===== src/rtl/vga_clk_divider_pkg.sv =====
// rtl/vga_clk_divider_pkg.sv - mode encoding, FSM states and mode->divisor decode for vga_clk_divider
// Contents: MODE_OFF/MODE_PROG constants, state_t {IDLE, RUN}, decode_div().
package vga_clk_pkg;

  localparam logic [2:0] MODE_OFF  = 3'd0;
  localparam logic [2:0] MODE_PROG = 3'd7;

  typedef enum logic {
    IDLE = 1'b0,
    RUN  = 1'b1
  } state_t;

  // Requested divisor for a mode. Returned 32 bits wide so one function
  // serves every DIV_W; callers truncate to their own width.
  // MODE_OFF -> 0 (off), 1..6 -> 2^mode, MODE_PROG -> div_value (0 still means off).
  function automatic logic [31:0] decode_div(input logic [2:0] mode,
                                             input logic [31:0] div_value);
    logic [31:0] d;
    d = 32'd0;
    if (mode == MODE_OFF) begin
      d = 32'd0;
    end else if (mode == MODE_PROG) begin
      d = div_value;
    end else begin
      d = 32'd1 << mode;
    end
    return d;
  endfunction

endpackage


===== src/rtl/vga_clk_divider_if.sv =====
// rtl/vga_clk_divider_if.sv - control/status bundle between the VGA timing block and the divider
// Ports (via modports):
//   master drives enable, mode, div_value; observes clock_div, tick, active_div, pending
//   slave  (the divider) is the mirror image
interface vga_clk_divider_if #(
  parameter int DIV_W  = 16,
  parameter int MODE_W = 3
);

  logic              enable;
  logic [MODE_W-1:0] mode;
  logic [DIV_W-1:0]  div_value;
  logic              clock_div;
  logic              tick;
  logic [DIV_W-1:0]  active_div;
  logic              pending;

  modport master (
    output enable, mode, div_value,
    input  clock_div, tick, active_div, pending
  );

  modport slave (
    input  enable, mode, div_value,
    output clock_div, tick, active_div, pending
  );

endinterface


===== src/rtl/vga_div_counter.sv =====
// rtl/vga_div_counter.sv - modulo period counter with load, wrap flag and half-period compare
// Ports:
//   clock, reset   system clock, async active-high reset
//   advance        count one step (wraps to 0 at modulus-1)
//   load           force the count to 0 on this edge (wins over advance)
//   modulus        divisor of the period currently running
//   half_div       divisor that the next count value will belong to
//   wrap           count is at the last cycle of the period (modulus-1)
//   high_next      next count value lies in the high half of a half_div period
module vga_div_counter
  import vga_clk_pkg::*;
#(
  parameter int DIV_W = 16
) (
  input  logic             clock,
  input  logic             reset,
  input  logic             advance,
  input  logic             load,
  input  logic [DIV_W-1:0] modulus,
  input  logic [DIV_W-1:0] half_div,
  output logic             wrap,
  output logic             high_next
);

  logic [DIV_W-1:0] cnt_q;
  logic [DIV_W-1:0] cnt_next;
  logic [DIV_W:0]   half_ceil;

  // With modulus==0 the compare never matches; that only occurs while idle,
  // where advance is never asserted.
  assign wrap = (cnt_q == (modulus - {{(DIV_W-1){1'b0}}, 1'b1}));

  always_comb begin
    cnt_next = cnt_q;
    if (load) begin
      cnt_next = '0;
    end else if (advance) begin
      cnt_next = wrap ? '0 : (cnt_q + {{(DIV_W-1){1'b0}}, 1'b1});
    end
  end

  // ceil(D/2) in one extra bit so D = 2^DIV_W-1 cannot overflow.
  assign half_ceil = ({1'b0, half_div} + {{DIV_W{1'b0}}, 1'b1}) >> 1;
  assign high_next = ({1'b0, cnt_next} < half_ceil);

  always_ff @(posedge clock or posedge reset) begin
    if (reset) begin
      cnt_q <= '0;
    end else begin
      cnt_q <= cnt_next;
    end
  end

endmodule


===== src/rtl/vga_clk_divider.sv =====
// rtl/vga_clk_divider.sv - glitch-free run-time selectable clock-enable / divided-clock generator
// Ports:
//   clock, reset   system clock, async active-high reset
//   bus (slave)    enable, mode, div_value in; clock_div, tick, active_div, pending out
module vga_clk_divider
  import vga_clk_pkg::*;
#(
  parameter int DIV_W      = 16,
  parameter int MODE_W     = 3,
  parameter int RESET_MODE = 0
) (
  input  logic             clock,
  input  logic             reset,
  vga_clk_divider_if.slave bus
);

  localparam logic [DIV_W-1:0] RESET_DIV =
    DIV_W'(decode_div(3'(RESET_MODE), 32'd0));

  state_t            state_q, state_nx;
  logic [DIV_W-1:0]  active_div_q, active_nx;
  logic              clock_div_q, clock_div_nx;
  logic              tick_q, tick_nx;
  logic              pending_q, pending_nx;

  logic [MODE_W-1:0] mode_s;
  logic [DIV_W-1:0]  req_d;
  logic              start;
  logic              wrap;
  logic              wrap_edge;
  logic              cnt_advance;
  logic              cnt_load;
  logic              high_next;

  assign mode_s = bus.mode;
  assign req_d  = DIV_W'(decode_div(3'(mode_s), 32'(bus.div_value)));

  // Leaving IDLE and the period boundary in RUN are the only two points at
  // which the requested ratio is allowed to take effect.
  assign start       = (state_q == IDLE) && bus.enable && (req_d != '0);
  assign wrap_edge   = (state_q == RUN) && bus.enable && wrap;
  assign cnt_advance = (state_q == RUN) && bus.enable;
  assign cnt_load    = start || (wrap_edge && (req_d == '0));

  // Boundary-switch logic: a request of 0 at the boundary lands active_div at 0.
  always_comb begin
    active_nx = active_div_q;
    if (start || wrap_edge) begin
      active_nx = req_d;
    end
  end

  vga_div_counter #(
    .DIV_W (DIV_W)
  ) u_counter (
    .clock     (clock),
    .reset     (reset),
    .advance   (cnt_advance),
    .load      (cnt_load),
    .modulus   (active_div_q),
    .half_div  (active_nx),
    .wrap      (wrap),
    .high_next (high_next)
  );

  always_ff @(posedge clock or posedge reset) begin
    if (reset) begin
      state_q      <= IDLE;
      active_div_q <= RESET_DIV;
      clock_div_q  <= 1'b0;
      tick_q       <= 1'b0;
      pending_q    <= 1'b0;
    end else begin
      state_q      <= state_nx;
      active_div_q <= active_nx;
      clock_div_q  <= clock_div_nx;
      tick_q       <= tick_nx;
      pending_q    <= pending_nx;
    end
  end

  always_comb begin
    state_nx     = state_q;
    clock_div_nx = clock_div_q;
    tick_nx      = 1'b0;
    unique case (state_q)
      IDLE: begin
        clock_div_nx = 1'b0;
        if (start) begin
          state_nx     = RUN;
          tick_nx      = 1'b1;
          clock_div_nx = 1'b1;
        end
      end
      RUN: begin
        // enable low falls through: counter, clock_div and divisor hold.
        if (bus.enable) begin
          clock_div_nx = high_next;
          if (wrap) begin
            if (req_d == '0) begin
              state_nx     = IDLE;
              clock_div_nx = 1'b0;
            end else begin
              tick_nx = 1'b1;
            end
          end
        end
      end
      default: begin
        state_nx = IDLE;
      end
    endcase
    pending_nx = (state_nx == RUN) && (req_d != active_nx);
  end

  assign bus.clock_div  = clock_div_q;
  assign bus.tick       = tick_q;
  assign bus.active_div = active_div_q;
  assign bus.pending    = pending_q;

endmodule

===== src/flat_wrapper.sv =====
// flat-port wrapper written by rule: the top's interface ports become plain ports
module vga_clk_divider_flat import vga_clk_pkg::*;
#(
  parameter int DIV_W      = 16,
  parameter int MODE_W     = 3,
  parameter int RESET_MODE = 0
)
  (clock, reset, bus_enable, bus_mode, bus_div_value, bus_clock_div, bus_tick, bus_active_div, bus_pending);
  vga_clk_divider_if #(.DIV_W(DIV_W), .MODE_W(MODE_W)) bus_i ();
  input  logic clock;
  input  logic reset;
  input wire logic [$bits(bus_i.enable)-1:0] bus_enable;
  input wire logic [$bits(bus_i.mode)-1:0] bus_mode;
  input wire logic [$bits(bus_i.div_value)-1:0] bus_div_value;
  output wire logic [$bits(bus_i.clock_div)-1:0] bus_clock_div;
  output wire logic [$bits(bus_i.tick)-1:0] bus_tick;
  output wire logic [$bits(bus_i.active_div)-1:0] bus_active_div;
  output wire logic [$bits(bus_i.pending)-1:0] bus_pending;
  assign bus_i.enable = bus_enable;
  assign bus_i.mode = bus_mode;
  assign bus_i.div_value = bus_div_value;
  assign bus_clock_div = bus_i.clock_div;
  assign bus_tick = bus_i.tick;
  assign bus_active_div = bus_i.active_div;
  assign bus_pending = bus_i.pending;
  vga_clk_divider #(.DIV_W(DIV_W), .MODE_W(MODE_W), .RESET_MODE(RESET_MODE)) u_core (.clock(clock), .reset(reset), .bus(bus_i));
endmodule

===== config.mk =====
export PLATFORM = sky130hd
export DESIGN_NAME = vga_clk_divider_flat
export DESIGN_NICKNAME = d
export VERILOG_FILES = /design/src/rtl/vga_clk_divider_pkg.sv /design/src/rtl/vga_clk_divider_if.sv /design/src/rtl/vga_div_counter.sv /design/src/rtl/vga_clk_divider.sv /design/src/flat_wrapper.sv
export SDC_FILE = /design/constraint.sdc
export NUM_CORES = 1
export LEC_CHECK = 0
export CELL_PAD_IN_SITES_DETAIL_PLACEMENT = 1
export CELL_PAD_IN_SITES_GLOBAL_PLACEMENT = 1
export CORE_MARGIN = 3
export CORE_UTILIZATION = 28
export DETAILED_ROUTE_END_ITERATION = 10
export PLACE_DENSITY_LB_ADDON = 0.08
export SKIP_LAST_GASP = 1
export SYNTH_ARGS = -nofsm -noshare
export SYNTH_HDL_FRONTEND = slang
export SYNTH_HIERARCHICAL = 1
export SYNTH_SLANG_ARGS = --single-unit
export TNS_END_PERCENT = 20

===== constraint.sdc =====
create_clock -name clock -period 7.06 [get_ports clock]
set_input_delay 2.118 -clock clock [delete_from_list [all_inputs] [get_ports clock]]
set_output_delay 2.118 -clock clock [all_outputs]
set_load 0.03 [all_outputs]

==> metrics, run 1 <==
outcome=finished, final reports clean; Inst Count DP=603; CTS root buffer=clkbuf_16; cts hold-fix bufs=0; cell area after synthesis=3470 um^2; WP depth=20; routed via count=3202; H-tree depth=2; Hold Crit Class=flop to flop; largest family of logic cells by synthesized area=simple AND/OR/NAND/NOR gates; antenna violations before repair=0; Syn. warnings=6; fin cells=611; metal3 WL=202 um; post-synthesis mux area share=0.0151; max_cap viols=0; CTS Buf Count=5; max-slew violations=0; post-synthesis async set-or-reset flop share=1.00; fraction of layout cells with a size suffix above 1=0.102; CP arrival=6.71 ns; Fin Clk Skew=0.00733 ns; relative slew slack=0.264; crit end category=flop; final hold violation count=0; XOR/XNOR Fraction of Synth Area=0.133; CTS tree=done; Syn Inst Count=400; Avg Cell Area, Syn=8.68 um^2; number of vias per cell=5.24; total routed wirelength=11.4 mm; Power Density=202 nW/um^2; Seq cells post-synth=36; PortBufs=40; Synth Area in Compound Gates=0.203; top_reg_cell synth=dfrtp_1; Least-Margin Pin Slew=1.10 ns; core area=12100 um^2; # clock sinks=36; post-synthesis adder-cell area fraction=0.0649; setup_tns=0 ns; clk slew on worst S/H paths=0.06 ns; largest net degree at the start of global routing=21; Pleak=1.73 nW; area delta synth->final=20.9%; synth top area cells=dfrtp_1, xnor2_1, ha_1; Crit path required time=7.25 ns; Ant. Diodes=0; number of setup buffers added after CTS=0; antenna-violating nets left=0; Max IR drop VDD=123 uV; nets=482; WS Path Type=input port to flop; Ports=41; Die X=117 um; top-area cell type share of the netlist area=0.259; Worst-Skew Late Latency=0.27 ns; Row Count=40; first-pass GRT wire length=19.2 mm; Yosys cell types=69; CP Max Fanout=16; Die H=117 um; Post-synth EDFFs=0; commonest non-fill, non-tap cell in the layout=clkdlybuf4s50_1; clk buf depth=2; most frequent cells in the layout=clkdlybuf4s50_1, dfrtp_1, nor2_1; largest area contributor in the netlist=dfrtp_1; met1 WL=5.67 mm; cells along the critical path=clkdlybuf4s50_1, or4_4, nor4_4, o21ai_2, o21bai_4, a21o_1, nand3_1, nor2_1, and3_1, nand4_1, or2_2, xor2_1, ha_1, a21o_1, a21oi_1, o21ai_0, a31oi_1, o211a_1, a31oi_1, o22ai_1; Tcrit/Tclk final=0.924; Starting DRT DRC Count=119; drt pass-1 iters=4; worst hold stages=2; routed wl met2=5.52 mm; vias in the first global route=3427; final setup violation count=0; # resized after CTS=0; syn nets=440; share of synthesized area occupied by flip-flops and latches=0.259; total area of sequential cells=901 um^2; Die ar.=13800 um^2; DR WL/cell=18.7 um; Max stage delay cell, worst path=or4_4; placer congestion estimate=0.783; startpoint types=input port; HPWL after DPL=9.32 mm; detailed-route DRC error count=0; crit-path max cell delay=0.56 ns; Starting Density=0.288; Synth Area in Simple Gates=0.271; max layer used=met4; f_max=0.153 GHz; Largest delay share family, worst path=compound AO/OA/AOI/OAI gates; GRT Overall Usage=0.171; footprint of the multi-input gates=2380 um^2; clock period minus worst slack=6.52 ns; crit path buf inv count=1; Congestion Overflow GR=0; RSZ-0062 raised after global routing=false; filler instances=1438; r2r worst-path depth=23
==> flip-flops by register name, summed over array words and instances (netlist names) <==
name,flops
u_core/bus.active_div,16
u_core/u_counter/cnt_q,16
u_core/bus.clock_div,1
u_core/bus.pending,1
u_core/bus.tick,1
u_core/state_q,1
==> through the flow <==
stage / hold slack [ns] / setup WS [ns] / instance area, um^2 / power (mW) / util
2_1_floorplan: 0.561 / 1.28 / 3470 / 0.499 / -
3_3_place_gp: 0.636 / 0.491 / 4030 / 0.596 / 0.334
3_5_place_dp: 0.635 / 0.283 / 4030 / 0.602 / 0.334
4_1_cts: 0.649 / 0.544 / 4200 / 0.858 / 0.348
5_1_grt: 0.686 / 0.169 / 4200 / 0.915 / 0.348
6_report: 0.643 / 0.538 / 4200 / 0.847 / 0.348
==> worst paths after layout <==
kind                                       startpoint                    endpoint  slack [ns]
setup / recovery                     bus_div_value[4]        u_core/bus.clock_div        0.54
hold / removal             u_core/u_counter/cnt_q[15]  u_core/u_counter/cnt_q[15]        0.64
setup reg to reg             u_core/bus.active_div[2]        u_core/bus.clock_div        0.74
hold reg to reg            u_core/u_counter/cnt_q[15]  u_core/u_counter/cnt_q[15]        0.64
max in group asynchronous                       reset    u_core/bus.active_div[9]        4.25
min in group asynchronous                       reset   u_core/u_counter/cnt_q[0]        2.27
==> cell type report <==
cell class,instances,area share
multi-input combinational,332,0.568
sequential,36,0.215
timing repair buffer,50,0.113
tap,168,0.0501
clock buffer,6,0.0307
inverter,17,0.0152
clock inverter,2,0.00835
==> cells in the mapped netlist (10+ instances only) <==
| master | instances |
|---|---|
| a211oi_1 | 18 |
| a21o_1 | 15 |
| dfrtp_1 | 36 |
| ha_1 | 18 |
| inv_1 | 17 |
| nand2_1 | 28 |
| nand3_1 | 16 |
| nand4_1 | 12 |
| nor2_1 | 34 |
| nor3_1 | 12 |
| o21ai_0 | 10 |
| xnor2_1 | 32 |
| xor2_1 | 18 |
==> worst min-delay path, stage by stage (launching register included) <==
cell and delay (ns):
dfrtp_1 0.39, xnor2_1 0.14, a211oi_1 0.07
==> where the power goes <==
part           leakage, nW  switching, mW  total (mW)  internal [mW]
combinational         1.17          0.173       0.326          0.152
clock               0.0808         0.0811       0.247          0.166
sequential           0.473         0.0432       0.274          0.231
total                 1.73          0.298       0.847          0.549
==> routing by layer <==
metal,GRT usage,up-vias
li1,-,1562
met1,0.243,1596
met2,0.286,40
met3,0.0198,4
met4,0.0220,0
met5,0,-
==> logic make-up after synthesis <==
group / Yosys count
AND/OR/NAND/NOR: 167
AO/OA/AOI/OAI: 91
XOR/XNOR: 51
flip-flops: 36
buffers and inverters: 32
adder cells (fa/ha/maj): 18
multiplexers: 5
No activity file was read; power rests on OpenSTA's default activity.
==> run 2: changes to the inputs <==
--- a/config.mk
+++ b/config.mk
@@ -11,5 +11,5 @@
 export CORE_UTILIZATION = 28
 export DETAILED_ROUTE_END_ITERATION = 10
-export PLACE_DENSITY_LB_ADDON = 0.08
+export PLACE_DENSITY = 0.69
 export SKIP_LAST_GASP = 1
 export SYNTH_ARGS = -nofsm -noshare
==> constraint.sdc (replaced) <==
create_clock -name clock -period 7.06 [get_ports clock]
set_input_delay 2.118 -clock clock [delete_from_list [all_inputs] [get_ports clock]]
set_output_delay 2.118 -clock clock [all_outputs]
set_load 0.01 [all_outputs]
==> run 2 against run 1 <==
Die area did not move. Total power increased by 0.22%. Clock skew up 0.0033 ns. First-iteration DRC count grew 60%. Worst hold slack improved by 0.013 ns. Flip-flop and latch count stayed put. Cell area down 0.36%. Global-route usage decreased by 0.51 points.
==> metrics, run 2 (synthesized netlist as in run 1, its figures left out) <==
worst r2r src=u_core/bus.active_div[1]; Worst-Skew Late Latency=0.29 ns; NetSw=0.299 mW; Clk pwr share=0.309; vias in the first global route=3515; nets=479; worst hold stages=2; Die ar.=13800 um^2; clk slew on worst S/H paths=0.07 ns; setup_tns=0 ns; # clock sinks=36; detailed-route DRC error count=0; f_max=0.158 GHz; Flop pwr share=0.327; outcome=finished, final reports clean; antenna violations before repair=0; fraction of layout cells with a size suffix above 1=0.0977; area delta synth->final=20.4%; number of setup buffers added after CTS=0; Fin Clk Skew=0.0106 ns; final setup violation count=0; internal power=0.550 mW; Comb power frac=0.364; Pleak=1.71 nW; CTS Buf Count=5; HPWL after DPL=8.97 mm; Congestion Overflow GR=0; startpoint types=input port; PortBufs=40; Least-Margin Pin Slew=1.10 ns; crit end category=flop; total area of sequential cells=901 um^2; Row Count=40; Power Density=203 nW/um^2; Die X=117 um; routed via count=3240; CTS tree=done; Hold WS=0.656 ns; CP arrival=6.53 ns; r2r worst-path depth=25; CTS root buffer=clkbuf_16; Place WS=0.458 ns; fin util=0.347; Hold Crit Class=flop to flop; core area=12100 um^2; clock period minus worst slack=6.33 ns; Inst Count DP=600; max_cap viols=0; filler instances=1418; reg-to-reg endpoint=u_core/bus.clock_div; final hold violation count=0; first-pass GRT wire length=18.7 mm; Hold Crit Endpoint=u_core/u_counter/cnt_q[15]; Die H=117 um; antenna-violating nets left=0; relative slew slack=0.263; placer congestion estimate=0.889; drt pass-1 iters=4; commonest non-fill, non-tap cell in the layout=clkdlybuf4s50_1; footprint of the multi-input gates=2380 um^2; GRT Overall Usage=0.166; WS Path Type=input port to flop; number of vias per cell=5.33; Starting Density=0.288; cts hold-fix bufs=0; DR WL/cell=18.9 um; Max IR drop VDD=87.2 uV; post-route setup slack=0.732 ns; total routed wirelength=11.5 mm; max-slew violations=0; Ports=41; hold_sp=u_core/u_counter/cnt_q[15]; Starting DRT DRC Count=190; most frequent cells in the layout=clkdlybuf4s50_1, dfrtp_1, nor2_1; largest net degree at the start of global routing=21; RSZ-0062 raised after global routing=false; H-tree depth=2; reg2reg setup slack=0.74 ns; CP Max Fanout=16; fin cells=608; Switching Share=0.352; Crit path required time=7.26 ns; Ant. Diodes=0; Tcrit/Tclk final=0.896; # resized after CTS=0; clk buf depth=2
==> run 2: critical path, stage by stage <==
cell and delay (ns):
clkdlybuf4s50_1 0.43, or4_4 0.56, nor4_4 0.23, o21ai_2 0.13, o21bai_4 0.34, a21o_1 0.27, nand3_1 0.12, nor2_1 0.18
and3_1 0.24, nand4_1 0.16, or2_2 0.31, xor2_1 0.15, ha_1 0.29, a21o_1 0.16, a21oi_1 0.13, o21ai_0 0.10
a31oi_1 0.17, o211a_1 0.19, a31oi_1 0.09, o22ai_1 0.15
==> run 2: worst max path at each step <==
stage / from / end / slack (ns) / depth (start not counted)
after global routing: u_core/bus.active_div[1] / u_core/bus.clock_div / 0.27 / 25
final: bus_div_value[4] / u_core/bus.clock_div / 0.73 / 20
after detailed placement: bus_div_value[4] / u_core/bus.clock_div / 0.46 / 20
after CTS: bus_div_value[4] / u_core/bus.clock_div / 0.73 / 20
after global placement: bus_div_value[4] / u_core/bus.clock_div / 0.57 / 20
after floorplan: bus_div_value[4] / u_core/bus.clock_div / 1.28 / 20
==> run 2: power groups by stage <==
stage / Sequential [mW] / Combinational (mW) / Clock, mW
2_1_floorplan: 0.263 / 0.225 / 0
3_3_place_gp: 0.280 / 0.294 / 0
3_5_place_dp: 0.281 / 0.306 / 0
4_1_cts: 0.278 / 0.308 / 0.266
5_1_grt: 0.282 / 0.346 / 0.273
6_report: 0.278 / 0.309 / 0.262
==> run 2: per-stage QoR <==
| step | instance area, um^2 | power (mW) |
|---|---|---|
| floorplan | 3470 | 0.487 |
| global placement | 4010 | 0.573 |
| detailed placement | 4010 | 0.587 |
| CTS | 4180 | 0.851 |
| global route | 4180 | 0.902 |
| finish | 4180 | 0.849 |
==> run 2: cell type report <==
type | instances | share of cell area
multi-input combinational | 332 | 0.570
clock buffer | 5 | 0.0299
inverter | 17 | 0.0153
clock inverter | 3 | 0.0111
timing repair buffer | 47 | 0.108
tap | 168 | 0.0503
sequential | 36 | 0.215
==> run 2: routing by layer <==
layer  wire length (um)  up-vias  GRT usage
li1                   -     1555          -
met1               5600     1644      0.231
met2               5490       35      0.272
met3                278        6     0.0212
met4                 96        0     0.0396
met5                  0        -          0
